===== src/rtl/blink_multi.sv =====
// Multi-channel LED blinker: per-channel OFF/ON/BLINK/PULSE on a shared tick.
// Define BLINK_SYNC_EN to add sync_i, which realigns every BLINK channel.
module blink_multi #(
    parameter int CLK_FREQ    = 25_000_000,
    parameter int TICK_HZ     = 1000,
    parameter int CHANNELS    = 8,
    parameter int TW          = 12,
    parameter int ON_DEFAULT  = 2000,
    parameter int OFF_DEFAULT = 500
) (
    input  logic                clk,
    input  logic                rst_n,
    input  logic                cfg_we,
    input  logic [4:0]          cfg_ch,
    input  logic [1:0]          cfg_mode,
    input  logic [TW-1:0]       cfg_on,
    input  logic [TW-1:0]       cfg_off,
`ifdef BLINK_SYNC_EN
    input  logic                sync_i,
`endif
    output logic [CHANNELS-1:0] leds,
    output logic [CHANNELS-1:0] pulse_busy
);

    localparam int TICK_DIV = CLK_FREQ / TICK_HZ;
    localparam int PW       = (TICK_DIV > 1) ? $clog2(TICK_DIV) : 1;

    typedef enum logic [1:0] {
        MODE_OFF   = 2'b00,
        MODE_ON    = 2'b01,
        MODE_BLINK = 2'b10,
        MODE_PULSE = 2'b11
    } mode_t;

    logic [PW-1:0]       r_pre;
    logic [PW-1:0]       w_pre;
    logic                w_tick;

    mode_t               r_mode  [CHANNELS];
    logic [TW-1:0]       r_on    [CHANNELS];
    logic [TW-1:0]       r_off   [CHANNELS];
    logic [TW-1:0]       r_cnt   [CHANNELS];
    logic [CHANNELS-1:0] r_phase;
    logic [CHANNELS-1:0] r_leds;
    logic [CHANNELS-1:0] r_busy;

    mode_t               w_mode  [CHANNELS];
    logic [TW-1:0]       w_on    [CHANNELS];
    logic [TW-1:0]       w_off   [CHANNELS];
    logic [TW-1:0]       w_cnt   [CHANNELS];
    logic [CHANNELS-1:0] w_phase;
    logic [CHANNELS-1:0] w_leds;
    logic [CHANNELS-1:0] w_busy;
    logic [CHANNELS-1:0] w_hit;

    // Last count value of a phase; a zero time behaves as one tick.
    function automatic logic [TW-1:0] f_last(input logic [TW-1:0] t);
        return (t == '0) ? '0 : t - 1'b1;
    endfunction

    assign w_tick = (r_pre == PW'(TICK_DIV - 1));

    always_comb begin
        w_pre = w_tick ? '0 : r_pre + 1'b1;
`ifdef BLINK_SYNC_EN
        if (sync_i) begin
            w_pre = '0;
        end
`endif
    end

    // Priority per channel: write, then sync, then tick.
    always_comb begin
        for (int i = 0; i < CHANNELS; i++) begin
            w_hit[i]   = cfg_we && (cfg_ch == 5'(i));
            w_mode[i]  = r_mode[i];
            w_on[i]    = r_on[i];
            w_off[i]   = r_off[i];
            w_cnt[i]   = r_cnt[i];
            w_phase[i] = r_phase[i];
            w_busy[i]  = r_busy[i];
            w_leds[i]  = 1'b0;

            if (w_hit[i]) begin
                w_mode[i]  = mode_t'(cfg_mode);
                w_on[i]    = cfg_on;
                w_off[i]   = cfg_off;
                w_cnt[i]   = '0;
                w_phase[i] = (cfg_mode == MODE_PULSE);
                w_busy[i]  = (cfg_mode == MODE_PULSE);
            end
`ifdef BLINK_SYNC_EN
            else if (sync_i && r_mode[i] == MODE_BLINK) begin
                w_cnt[i]   = '0;
                w_phase[i] = 1'b0;
            end
`endif
            else if (w_tick) begin
                unique case (r_mode[i])
                    MODE_BLINK: begin
                        if (r_cnt[i] == f_last(r_phase[i] ? r_on[i]
                                                          : r_off[i])) begin
                            w_cnt[i]   = '0;
                            w_phase[i] = ~r_phase[i];
                        end else begin
                            w_cnt[i] = r_cnt[i] + 1'b1;
                        end
                    end
                    MODE_PULSE: begin
                        if (r_cnt[i] == f_last(r_on[i])) begin
                            w_mode[i]  = MODE_OFF;
                            w_cnt[i]   = '0;
                            w_phase[i] = 1'b0;
                            w_busy[i]  = 1'b0;
                        end else begin
                            w_cnt[i] = r_cnt[i] + 1'b1;
                        end
                    end
                    default: begin
                    end
                endcase
            end

            unique case (w_mode[i])
                MODE_OFF:   w_leds[i] = 1'b0;
                MODE_ON:    w_leds[i] = 1'b1;
                MODE_BLINK: w_leds[i] = w_phase[i];
                MODE_PULSE: w_leds[i] = 1'b1;
            endcase
        end
    end

    always_ff @(posedge clk or negedge rst_n) begin
        if (!rst_n) begin
            r_pre   <= '0;
            r_phase <= '0;
            r_leds  <= '0;
            r_busy  <= '0;
            for (int i = 0; i < CHANNELS; i++) begin
                r_mode[i] <= MODE_BLINK;
                r_on[i]   <= TW'(ON_DEFAULT);
                r_off[i]  <= TW'(OFF_DEFAULT);
                r_cnt[i]  <= '0;
            end
        end else begin
            r_pre   <= w_pre;
            r_phase <= w_phase;
            r_leds  <= w_leds;
            r_busy  <= w_busy;
            for (int i = 0; i < CHANNELS; i++) begin
                r_mode[i] <= w_mode[i];
                r_on[i]   <= w_on[i];
                r_off[i]  <= w_off[i];
                r_cnt[i]  <= w_cnt[i];
            end
        end
    end

    assign leds       = r_leds;
    assign pulse_busy = r_busy;

endmodule


===== config.mk =====
export PLATFORM = sky130hd
export DESIGN_NAME = blink_multi
export DESIGN_NICKNAME = d
export VERILOG_FILES = /design/src/rtl/blink_multi.sv
export SDC_FILE = /design/constraint.sdc
export NUM_CORES = 1
export LEC_CHECK = 0
export BUFFER_PORTS_ARGS = -buffer_cell sky130_fd_sc_hd__buf_2
export CAP_MARGIN = 10
export CELL_PAD_IN_SITES_DETAIL_PLACEMENT = 0
export CELL_PAD_IN_SITES_GLOBAL_PLACEMENT = 1
export CORE_MARGIN = 2
export CORE_UTILIZATION = 53
export DETAILED_ROUTE_END_ITERATION = 8
export PLACE_DENSITY = 0.95
export SKIP_LAST_GASP = 1
export SLEW_MARGIN = 20
export SYNTH_ARGS = -nofsm -noshare
export SYNTH_HDL_FRONTEND = slang
export SYNTH_SLANG_ARGS = --single-unit

===== constraint.sdc =====
create_clock -name clk -period 9.9 [get_ports clk]
set_input_delay 0.495 -clock clk [delete_from_list [all_inputs] [get_ports clk]]
set_output_delay 0.495 -clock clk [all_outputs]
set_load 0.05 [all_outputs]

==> impl_metrics.env, run 1 <==
export IMPL_start_util_pct=53.54
export IMPL_synth_seq_cells=343
export IMPL_io_buffers=49
export IMPL_p_leak_nw=12.19
export IMPL_htree_levels=2
export IMPL_antenna_cells=0
export IMPL_finClkSkew_ns=0.01494
export IMPL_maxCapViolCount=0
export IMPL_synth_cell_types=98
export IMPL_netlist_area_um2=26150
export IMPL_grt_usage_pct=30.69
export IMPL_yosys_warnings=0
export IMPL_cts_sinks=343
export IMPL_p_per_area_nw_per_um2=190.8
export IMPL_drt_total_wl_um=78460
export IMPL_cts_buffers=42
export IMPL_synth_seq_area_share_pct=33.32
export IMPL_nNetsFinal=3228
export IMPL_rsz0062_at_grt="no"
export IMPL_cp_start_kind="flip-flop"
export IMPL_die_y_um=226.1
export IMPL_wl_met1_um=34900
export IMPL_ys_dominant_reg_cell="dfrtp_1"
export IMPL_final_core_util_pct=57.08
export IMPL_crit_path_max_fanout=24
export IMPL_area_delta_synth_final_pct=6.621
export IMPL_grt_pass1_wl_um=124800
export IMPL_dp_hpwl_um=54720
export IMPL_routedWlPerCell_um=20.33
export IMPL_wl_met3_um=5849
export IMPL_synth_edff_count=0
export IMPL_firstDrtPassIters=5
export IMPL_period_share_pct=52.40
export IMPL_clk_latency_ns=0.58
export IMPL_dieArea_um2=51140
export IMPL_max_freq_mhz=192.8
export IMPL_first_iter_violations=2318
export IMPL_die_width_um=226.1
export IMPL_max_slew_margin_rel_pct=23.44
export IMPL_gp_congestion=0.9419
export IMPL_worst_pin_slew_ns=1.148
export IMPL_status="completed"
export IMPL_cts_root_buf="clkbuf_16"
export IMPL_setup_violations=0
export IMPL_ant_nets=0
export IMPL_fin_crit_ns=5.187
export IMPL_viasPerCell=6.314
export IMPL_clockBufferDepth=3
export IMPL_finalHoldViolCount=0
export IMPL_crit_required_ns=10.36
export IMPL_ctsResizeCount=0
export IMPL_vdd_drop_max_mv=0.1445
export IMPL_fill_cells=4491
export IMPL_antenna_found_initial=2
export IMPL_rows=81
export IMPL_io_pins=50
export IMPL_syn_inst=3286
export IMPL_finalSetupTns_ns=0
export IMPL_met2_length_um=34940
export IMPL_route_detailed_drc=0
export IMPL_grt_pass1_vias=22748
export IMPL_async_reset_ff_share_pct=100.0
export IMPL_cp_end_kind="flip-flop"
export IMPL_overflow=0
export IMPL_layout_drive_gt1_share_pct=10.92
export IMPL_clk_pin_slew_worst_paths_ns=0.06
export IMPL_worstHoldPathType="in -> reg"
export IMPL_cts_tree="done"
export IMPL_grt_max_degree=179
export IMPL_crit_arrival_ns=5.65
export IMPL_vias=24367
export IMPL_dr_max_layer_used="met5"
export IMPL_core_area_um2=48850
export IMPL_syn_area_per_cell_um2=7.959
export IMPL_critPathKind="reg -> reg"
export IMPL_syn_nets=3353
export IMPL_finalMaxSlewViolations=0
==> layout by cell type, fill, tap and decap left out, drive strengths merged, types with 17 or more instances in the layout <==
master | netlist | layout
a21o | 52 | 52
a21oi | 102 | 102
a31oi | 21 | 21
and3 | 53 | 53
buf | 88 | 79
clkbuf | 161 | 64
dfrtp | 239 | 239
dfstp | 104 | 104
ha | 33 | 33
inv | 74 | 76
mux2 | 30 | 30
mux2i | 112 | 112
nand2 | 699 | 699
nand2b | 26 | 26
nand3 | 105 | 105
nand4 | 36 | 36
nor2 | 180 | 180
nor2b | 32 | 32
nor3 | 119 | 119
nor3b | 60 | 60
nor4 | 58 | 58
nor4b | 28 | 28
o211ai | 35 | 35
o21a | 17 | 17
o21ai | 203 | 203
o22ai | 22 | 22
o31ai | 21 | 21
or2 | 22 | 22
or3 | 36 | 36
or4 | 38 | 38
xnor2 | 121 | 121
xor2 | 83 | 83
==> cells in the mapped netlist (all sizes together), types with 36 or more instances <==
| cell type | instances | area [um2] |
|---|---|---|
| nor3 | 119 | 610.6 |
| o21ai | 203 | 1016 |
| buf | 88 | 500.5 |
| or3 | 36 | 225.2 |
| nor4 | 58 | 402.9 |
| nor2 | 180 | 675.7 |
| clkbuf | 161 | 609.3 |
| nand2 | 699 | 2624 |
| nand3 | 105 | 525.5 |
| xor2 | 83 | 727.0 |
| or4 | 38 | 289.0 |
| xnor2 | 121 | 1060 |
| mux2i | 112 | 1121 |
| dfrtp | 239 | 5981 |
| nand4 | 36 | 225.2 |
| a21oi | 102 | 510.5 |
| dfstp | 104 | 2733 |
| a21o | 52 | 390.4 |
| and3 | 53 | 331.6 |
| inv | 74 | 277.8 |
| nor3b | 60 | 450.4 |
==> final cells by class <==
type	instances	area, um2	area share [%]
clock buffer	64	1287	4.617
clock inverter	14	190.2	0.6820
multi-input combinational	2619	16080	57.66
tap	664	830.8	2.979
inverter	75	281.5	1.010
sequential	343	8715	31.25
timing repair buffer	80	503.0	1.804
==> power by group <==
part	internal (mW)	switching, mW	total, mW
registers	1.65	0.315	1.96
logic	0.713	1.00	1.72
clock network	1.00	0.637	1.64
==> through the flow <==
stage | area (um2) | setup WS [ns] | hold slack [ns] | total power, mW | std cells
2_1_floorplan | 26150 | 5.278 | 0.1994 | 3.206 | 3286
3_3_place_gp | 26390 | 4.952 | 0.4558 | 3.607 | 3779
3_5_place_dp | 26390 | 4.815 | 0.4635 | 3.657 | 3779
4_1_cts | 27880 | 4.787 | 0.2003 | 5.317 | 3858
5_1_grt | 27880 | 4.213 | 0.2334 | 5.609 | 3859
6_report | 27880 | 4.713 | 0.2246 | 5.319 | 3859
==> repair_timing <==
action,CTS,global route
hold endpoints to repair,35,0
setup buffers,0,0
hold buffers,1,0
==> critical path: stages (launching register included) <==
cell      delay (ns)
dfrtp_1         0.87
mux2_2          0.44
inv_1           0.06
ha_1            0.20
or4b_2          0.66
a21o_1          0.27
nor3_1          0.83
nor3_1          0.09
a211o_1         0.27
nor4_1          0.29
o2111a_1        0.29
a21o_1          0.44
o21ai_0         0.18
a21o_1          0.20
==> per-layer routing <==
metal	vias up	track usage (%)
met5	-	0
met4	2	11.08
met3	165	4.892
met2	883	47.13
met1	11859	43.71
li1	11458	-
==> cell families after synthesis <==
logic type                 count (synthesis)  share of synthesized area, %
DFF                                      343                         33.32
and+or+nand+nor                         1574                         29.89
AOI/OAI and AO/OA                        659                         16.87
muxes                                    142                         5.578
xor gates and xnor gates                 211                         7.444
buffers and inverters                    324                         5.320
adders and majority gates                 33                         1.579
==> path summary, 6_finish.rpt <==
path / from / to / slack (ns) / depth (start not counted)
min in group asynchronous: rst_n / r_cnt[42] / 0.53 / 2
worst min-delay path: cfg_mode[0] / r_mode[6] / 0.22 / 3
worst max-delay path: r_phase[3] / r_cnt[54] / 4.71 / 13
max in group asynchronous: rst_n / r_cnt[11] / 7.17 / 4
worst max register to register: r_phase[3] / r_cnt[54] / 4.71 / 13
worst min register to register: r_off[56] / r_off[56] / 0.47 / 2
==> flip-flops by register name (all words and copies together), names as in the netlist <==
signal / flops
r_on: 96
r_cnt: 96
leds: 8
r_phase: 8
pulse_busy: 8
r_off: 96
r_mode: 16
r_pre: 15
No activity file was read; power rests on OpenSTA's default activity.
==> run 2, diff against run 1 <==
- CORE_UTILIZATION: 53 -> 49
- PLACE_DENSITY: 0.95 -> 0.93
- clock period: 9.9 -> 5.3 ns (I/O delays scaled with it)
==> run 2 against run 1 <==
Net effect:
- die area rose by 8.0%
- maximum frequency rose by 11%
- register-to-register slack got worse by 4.1 ns
- clock skew rose by 0.012 ns
- clock power rose by 84%
- combinational power rose by 87%
- setup slack got worse by 4.1 ns
- largest power group unchanged
==> impl_metrics.env, run 2 (synthesis gave the netlist of run 1 again) <==
export IMPL_drt_total_wl_um=79840
export IMPL_r2r_slack_ns=0.64
export IMPL_area_delta_synth_final_pct=6.736
export IMPL_io_pins=50
export IMPL_whs_path_depth=3
export IMPL_max_stage_delay_ns=0.72
export IMPL_crit_slowest_cell="nor4bb_1"
export IMPL_gp_congestion=0.9421
export IMPL_cp_start_kind="flip-flop"
export IMPL_worstPathCellList="buf_4 -> mux2i_1 -> ha_1 -> nor4bb_1 -> nor2_1 -> nor3_1 -> mux2_2 -> o21ai_0 -> nand4_1 -> a2111o_1 -> nand2_1 -> o21ai_0 -> a21o_1"
export IMPL_clockBufferDepth=3
export IMPL_status="completed"
export IMPL_place_ws_ns=0.7497
export IMPL_cts_root_buf="clkbuf_16"
export IMPL_hold_path_end="r_mode[6]"
export IMPL_clk_pin_slew_worst_paths_ns=0.06
export IMPL_rows=84
export IMPL_vdd_drop_max_mv=0.2648
export IMPL_vias=24612
export IMPL_grt_pass1_wl_um=127300
export IMPL_grt_usage_pct=28.26
export IMPL_reg2reg_from="r_phase[1]"
export IMPL_max_freq_mhz=214.4
export IMPL_ant_nets=0
export IMPL_start_util_pct=49.67
export IMPL_min_from="cfg_mode[0]"
export IMPL_cts_buffers=41
export IMPL_critPathKind="reg -> reg"
export IMPL_fin_ws_ns=0.6367
export IMPL_crit_buf_inv=1
export IMPL_finalMaxSlewViolations=0
export IMPL_reg_top3="r_cnt (96), r_off (96), r_on (96)"
export IMPL_p_per_area_nw_per_um2=354.7
export IMPL_final_core_util_pct=53.01
export IMPL_clk_latency_ns=0.59
export IMPL_die_y_um=235.0
export IMPL_p_leak_nw=12.19
export IMPL_crit_required_ns=5.77
export IMPL_dieArea_um2=55240
export IMPL_core_area_um2=52660
export IMPL_crit_path_start="r_phase[1]"
export IMPL_dp_hpwl_um=56390
export IMPL_cts_sinks=343
export IMPL_die_width_um=235.0
export IMPL_layout_commonest_cell="nand2_1"
export IMPL_antenna_cells=0
export IMPL_instances_no_fill=3886
export IMPL_overflow=0
export IMPL_cp_end_kind="flip-flop"
export IMPL_cp_common_cell="o21ai_0"
export IMPL_maxCapViolCount=0
export IMPL_reg2reg_depth=13
export IMPL_route_detailed_drc=0
export IMPL_grt_max_degree=143
export IMPL_firstDrtPassIters=8
export IMPL_layout_drive_gt1_share_pct=11.10
export IMPL_most_common_layout_cells="nand2_1, dfrtp_1, o21ai_0, nor2_1, xnor2_1"
export IMPL_antenna_found_initial=6
export IMPL_worst_pin_slew_ns=1.121
export IMPL_cp_top_family="simple AND/OR/NAND/NOR gates"
export IMPL_r2r_end="r_cnt[81]"
export IMPL_io_buffers=49
export IMPL_routedWlPerCell_um=20.54
export IMPL_finalSetupTns_ns=0
export IMPL_htree_levels=2
export IMPL_first_iter_violations=2154
export IMPL_nNetsFinal=3233
export IMPL_dp_cells=3809
export IMPL_crit_arrival_ns=5.14
export IMPL_grt_pass1_vias=23292
export IMPL_cts_tree="done"
export IMPL_setup_violations=0
export IMPL_viasPerCell=6.334
export IMPL_rsz0062_at_grt="no"
export IMPL_finalHoldViolCount=0
export IMPL_fin_crit_ns=4.663
export IMPL_max_slew_margin_rel_pct=25.26
export IMPL_worstHoldPathType="in -> reg"
export IMPL_fill_cells=4906
export IMPL_period_share_pct=87.99
export IMPL_crit_path_max_fanout=36
export IMPL_finClkSkew_ns=0.02685
## run 2: changes by cell type in the layout (fill, tap and decap cells not counted), sizes merged
cell | previous run | this run
buf | 79 | 84
clkbuf | 64 | 52
dlygate4sd3 | 1 | 2
bufinv | 4 | 5
clkinv | 7 | 11
inv | 76 | 77
clkinvlp | 2 | 5
## run 2: where the power goes
group,leakage [nW],internal [mW],switching [mW]
registers,4.23,3.07,0.609
clock network,0.689,1.79,1.22
logic,7.28,1.34,1.87
## run 2: layer usage
metal	track usage [%]	wire length, um	up-vias
met4	10.74	2930	0
met1	38.01	33990	11963
met2	45.99	37070	1002
met5	0	0	-
li1	-	-	11454
met3	4.218	5840	193
## run 2: cell type report
class                      instances  area [um2]  share of cell area (%)
clock buffer                      52        1150                   4.119
tap                              688       860.8                   3.084
clock inverter                    23       269.0                  0.9637
sequential                       343        8713                   31.21
timing repair buffer              86       563.0                   2.017
inverter                          75       281.5                   1.009
multi-input combinational       2619       16080                   57.59
## run 2: worst register-to-register path, cell delays in order, from the launching register on
cell and delay, ns:
dfrtp_1 0.37, buf_4 0.37, mux2i_1 0.26, ha_1 0.29, nor4bb_1 0.72, nor2_1 0.21
nor3_1 0.47, mux2_2 0.40, o21ai_0 0.15, nand4_1 0.14, a2111o_1 0.52, nand2_1 0.31
o21ai_0 0.16, a21o_1 0.20
## run 2: through the flow
stage               area [um2]  power (mW)  hold slack, ns
CTS                      27910       9.888        0.001744
global route             27910       10.43         0.01482
floorplan                26150       5.989        -0.03059
global placement         26480       6.742          0.3564
detailed placement       26480       6.845          0.3722
finish                   27910       9.902         0.02307
## run 2: repair_timing
action	4_1_cts	5_1_grt
endpoints found under the hold margin	64	0
hold buffers	2	0
resized for setup	0	0
buffers inserted	0	0
## run 2: worst max path at each step
| stage | cells past startpoint | to | slack, ns |
|---|---|---|---|
| final | 13 | r_cnt[81] | 0.64 |
| after global routing | 13 | r_cnt[81] | 0.35 |
| after CTS | 13 | r_cnt[81] | 0.75 |
| after detailed placement | 13 | r_cnt[81] | 0.75 |
| after global placement | 13 | r_cnt[81] | 0.95 |
| after floorplan | 17 | r_cnt[81] | 0.68 |
